<file path="src/rtl/bcd_digit_packer.sv">
// Collects tens-first BCD digits off a val/rdy stream into a packed
// two-digit word, flagging any non-decimal nibble for the consumer.
module bcd_digit_packer (
   input  logic       clk,
   input  logic       reset,
   input  logic       in_val,
   output logic       in_rdy,
   input  logic [3:0] in_digit,
   input  logic       in_last,
   output logic       out_val,
   input  logic       out_rdy,
   output logic [7:0] out,
   output logic       out_err
);

   typedef enum logic [1:0] {
      TENS = 2'd0,
      ONES = 2'd1,
      FULL = 2'd2
   } state_t;

   state_t     state_q, state_d;
   logic [3:0] tens_q, tens_d;
   logic       err_acc_q, err_acc_d;
   logic [7:0] out_q, out_d;
   logic       out_err_q, out_err_d;

   logic in_fire;
   logic out_fire;
   logic digit_bad;

   // Ready depends on state only, so upstream never sees a path from out_rdy.
   assign in_rdy    = ~reset & (state_q != FULL);
   assign out_val   = (state_q == FULL);
   assign out       = out_q;
   assign out_err   = out_err_q;
   assign in_fire   = in_val & in_rdy;
   assign out_fire  = out_val & out_rdy;
   assign digit_bad = (in_digit > 4'd9);

   always_comb begin
      state_d   = state_q;
      tens_d    = tens_q;
      err_acc_d = err_acc_q;
      out_d     = out_q;
      out_err_d = out_err_q;
      unique case (state_q)
         TENS: begin
            if (in_fire) begin
               if (in_last) begin
                  out_d     = {4'h0, in_digit};
                  out_err_d = digit_bad;
                  state_d   = FULL;
               end else begin
                  tens_d    = in_digit;
                  err_acc_d = digit_bad;
                  state_d   = ONES;
               end
            end
         end
         ONES: begin
            // Second digit always closes the word; in_last is irrelevant here.
            if (in_fire) begin
               out_d     = {tens_q, in_digit};
               out_err_d = err_acc_q | digit_bad;
               state_d   = FULL;
            end
         end
         FULL: begin
            if (out_fire) begin
               state_d = TENS;
            end
         end
         default: state_d = TENS;
      endcase
   end

   always_ff @(posedge clk or posedge reset) begin
      if (reset) begin
         state_q   <= TENS;
         tens_q    <= 4'h0;
         err_acc_q <= 1'b0;
         out_q     <= 8'h00;
         out_err_q <= 1'b0;
      end else begin
         state_q   <= state_d;
         tens_q    <= tens_d;
         err_acc_q <= err_acc_d;
         out_q     <= out_d;
         out_err_q <= out_err_d;
      end
   end

endmodule

</file>
<file path="config.mk">
export PLATFORM = sky130hd
export DESIGN_NAME = bcd_digit_packer
export DESIGN_NICKNAME = d
export VERILOG_FILES = /design/src/rtl/bcd_digit_packer.sv
export SDC_FILE = /design/constraint.sdc
export NUM_CORES = 1
export LEC_CHECK = 0
export CORE_AREA = 3 3 40 42
export CTS_CLUSTER_DIAMETER = 40
export DETAILED_ROUTE_END_ITERATION = 8
export DIE_AREA = 0 0 43 45
export DONT_BUFFER_PORTS = 1
export GPL_ROUTABILITY_DRIVEN = 0
export PLACE_DENSITY = 0.77
export SYNTH_ARGS = -nofsm -noshare
export SYNTH_HDL_FRONTEND = slang
export SYNTH_SLANG_ARGS = --single-unit
</file>
<file path="constraint.sdc">
create_clock -name clk -period 1.55 [get_ports clk]
set_clock_uncertainty 0.05 [all_clocks]
set_input_delay 0.31 -clock clk [delete_from_list [all_inputs] [get_ports clk]]
set_output_delay 0.31 -clock clk [all_outputs]
set_load 0.01 [all_outputs]
</file>
==> results.cfg <==
[power]
p_per_area_nw_per_um2 = 1470
p_leak_nw = 0.370
power_switching_w = 0.000335
intPower_w = 0.000828
swShare_pct = 28.8
clockPowerShare_pct = 23.5
power_frac_comb_pct = 19.6
peakVddDrop_v = 0.000849
power.total_w = 0.00116
p_seq_share_pct = 56.9

[timing]
maxSlewHeadroom_pct = 60.4
setup_ws_ps = 136
worst_slew_pin_slew_ps = 593
fin_crit_sh_pct = 91.3
tns_ps = 0
clock.fmax_ghz = 0.707
hold_slack_ps = 114
timing_hold_violations_final = 0
setup_viol = 0
drv_slew = 0
rsz0062_at_grt = no
fin_crit_ps = 1410

[clock_network]
clk_path_buf_depth = 2
clkLatencyLatePin_ps = 290
clk_pin_slew_ps = 90
numCtsBuffers = 3
cts_max_level = 1
post_cts_buffers = 0
cts-resized-gates = 0
clockRootBuffer = clkbuf_4
cts_sinks = 16
cts_tree = built

[final_layout]
areaGrowthSynthToFinish_pct = 11.5
drive_gt1_share_pct = 30.0
mostFrequentLayoutCells = 16 x dfrtp_1, 7 x inv_1, 6 x mux2i_1
fillers = 111
final_common_cell = dfrtp_1
nets = 70
num_antenna_cells = 0
final_util_pct = 61.5

[detailed_routing]
wl_um = 1080
vias = 387
routed_via_density = 5.16
wl_per_cell_um = 14.4
route.detailed.drc = 0
dr.pass1.iters = 2
ant_nets = 0
drt_iter0_drc = 3

[setup_path]
critPathLaunchType = register
crit_type = register to output port
critical_path.cell_chain = nor2b_1 > nor2_1
critPathCaptureType = output port
critical_path.max_fanout = 5
slowest_stage = dfrtp_1
worstPathRequired_ps = 1190
crit_family = flip-flops
path_buf_inv = 0
max_stage_delay_ps = 430
arrival_ps = 1050

[global_route]
grt_pass1_wl_um = 1760
grt.overflow.total = 0
grt_pass1_vias = 403
grt_max_degree = 17
grt_use_total_pct = 13.1
antenna_found_initial = 0

[placement]
dpl.hpwl_um = 787
numPortBuffers = 0
place_ws_ps = 183

[yosys]
syn_area_um2 = 709
synthesis.nets = 63
seq_area_frac_synth_pct = 56.4
yosysWarnings = 0
synth.avg_cell_area_um2 = 13.1
syn_inst = 54
synth_cell_types = 16
synth-seq-cells = 16

[die]
ios = 20
core-area_um2 = 1280
dieArea_um2 = 1940
die_h_um = 45
die_x_um = 43
start_util_pct = 55.2
num_rows = 13

[run_status]
status = finished clean

[run]
maxCapViolCount = 0

[min_path]
hp-class = input pin to register
[kinds of logic after synthesis]
family | count (synthesis) | share of synthesized area (%)
DFF | 16 | 56.4
buffers and inverters | 8 | 5.29
and+or+nand+nor | 12 | 10.6
muxes | 15 | 24.9
AOI/OAI and AO/OA | 3 | 2.82
[flip-flops by register name (all words and copies together), names as in the netlist]
name	flops
out_err	1
err_acc_q	1
out	8
tens_q	4
state_q	2
[Yosys cell counts]
library cell	number	area (µm²)
a21o_1	1	7.51
nand3b_1	1	7.51
mux2_2	5	56.3
inv_1	7	26.3
buf_6	1	11.3
nor2b_1	2	12.5
o21a_1	1	7.51
nor2_2	1	6.26
a21oi_1	1	5.00
nor3b_2	1	12.5
mux2_4	4	60.1
nor2_1	2	7.51
dfrtp_1	16	400
nor2b_4	1	13.8
nand2_1	4	15.0
mux2i_1	6	60.1
[worst paths after layout]
kind / from / to / slack (ps) / cells after the start
worst max-delay path: state_q[1] / in_rdy / 140 / 2
worst min-delay path: in_digit[3] / out[3] / 110 / 1
worst max register to register: state_q[0] / out[1] / 190 / 4
worst min register to register: state_q[1] / state_q[0] / 460 / 1
max in group asynchronous: reset / out[0] / 600 / 2
min in group asynchronous: reset / state_q[0] / 470 / 2
[stage by stage]
step / std cells / instance area [µm²]
after floorplan: 54 / 709
after global placement: 70 / 744
after detailed placement: 70 / 744
after CTS: 75 / 791
after global routing: 75 / 791
final: 75 / 791
[routing by layer]
metal	global-route usage (%)	vias up	wire, µm
li1	-	188	-
met1	17.3	185	497
met2	18.3	12	490
met3	3.19	2	70
met4	10.8	0	24
met5	0	-	0
[final cells by class]
cell class	count	area, µm²	share of cell area (%)
Timing Repair Buffer	3	37.5	4.75
Clock buffer	4	36.3	4.59
Tap cell	15	18.8	2.37
Inverter	7	26.3	3.32
Multi-Input combinational cell	30	272	34.3
Sequential cell	16	400	50.6
[power by group through the flow]
stage / Clock (W) / Sequential [W] / Combinational, W
after floorplan: 0 / 0.000648 / 0.000194
after global placement: 0 / 0.000670 / 0.000225
after detailed placement: 0 / 0.000671 / 0.000228
after CTS: 0.000286 / 0.000663 / 0.000234
after global routing: 0.000302 / 0.000677 / 0.000255
final: 0.000273 / 0.000661 / 0.000228
[worst reg2reg max path: stages, from the launching register on]
cell and delay (ps):
dfrtp_1 400, nor2_2 70, nor3b_2 250, buf_12 180
mux2_4 300
[repair_timing]
item / CTS / global route
endpoints found under the hold margin: 16 / 0
hold buffers: 1 / 0
setup endpoints to repair: 0 / 0
No activity file was read; power rests on OpenSTA's default activity.
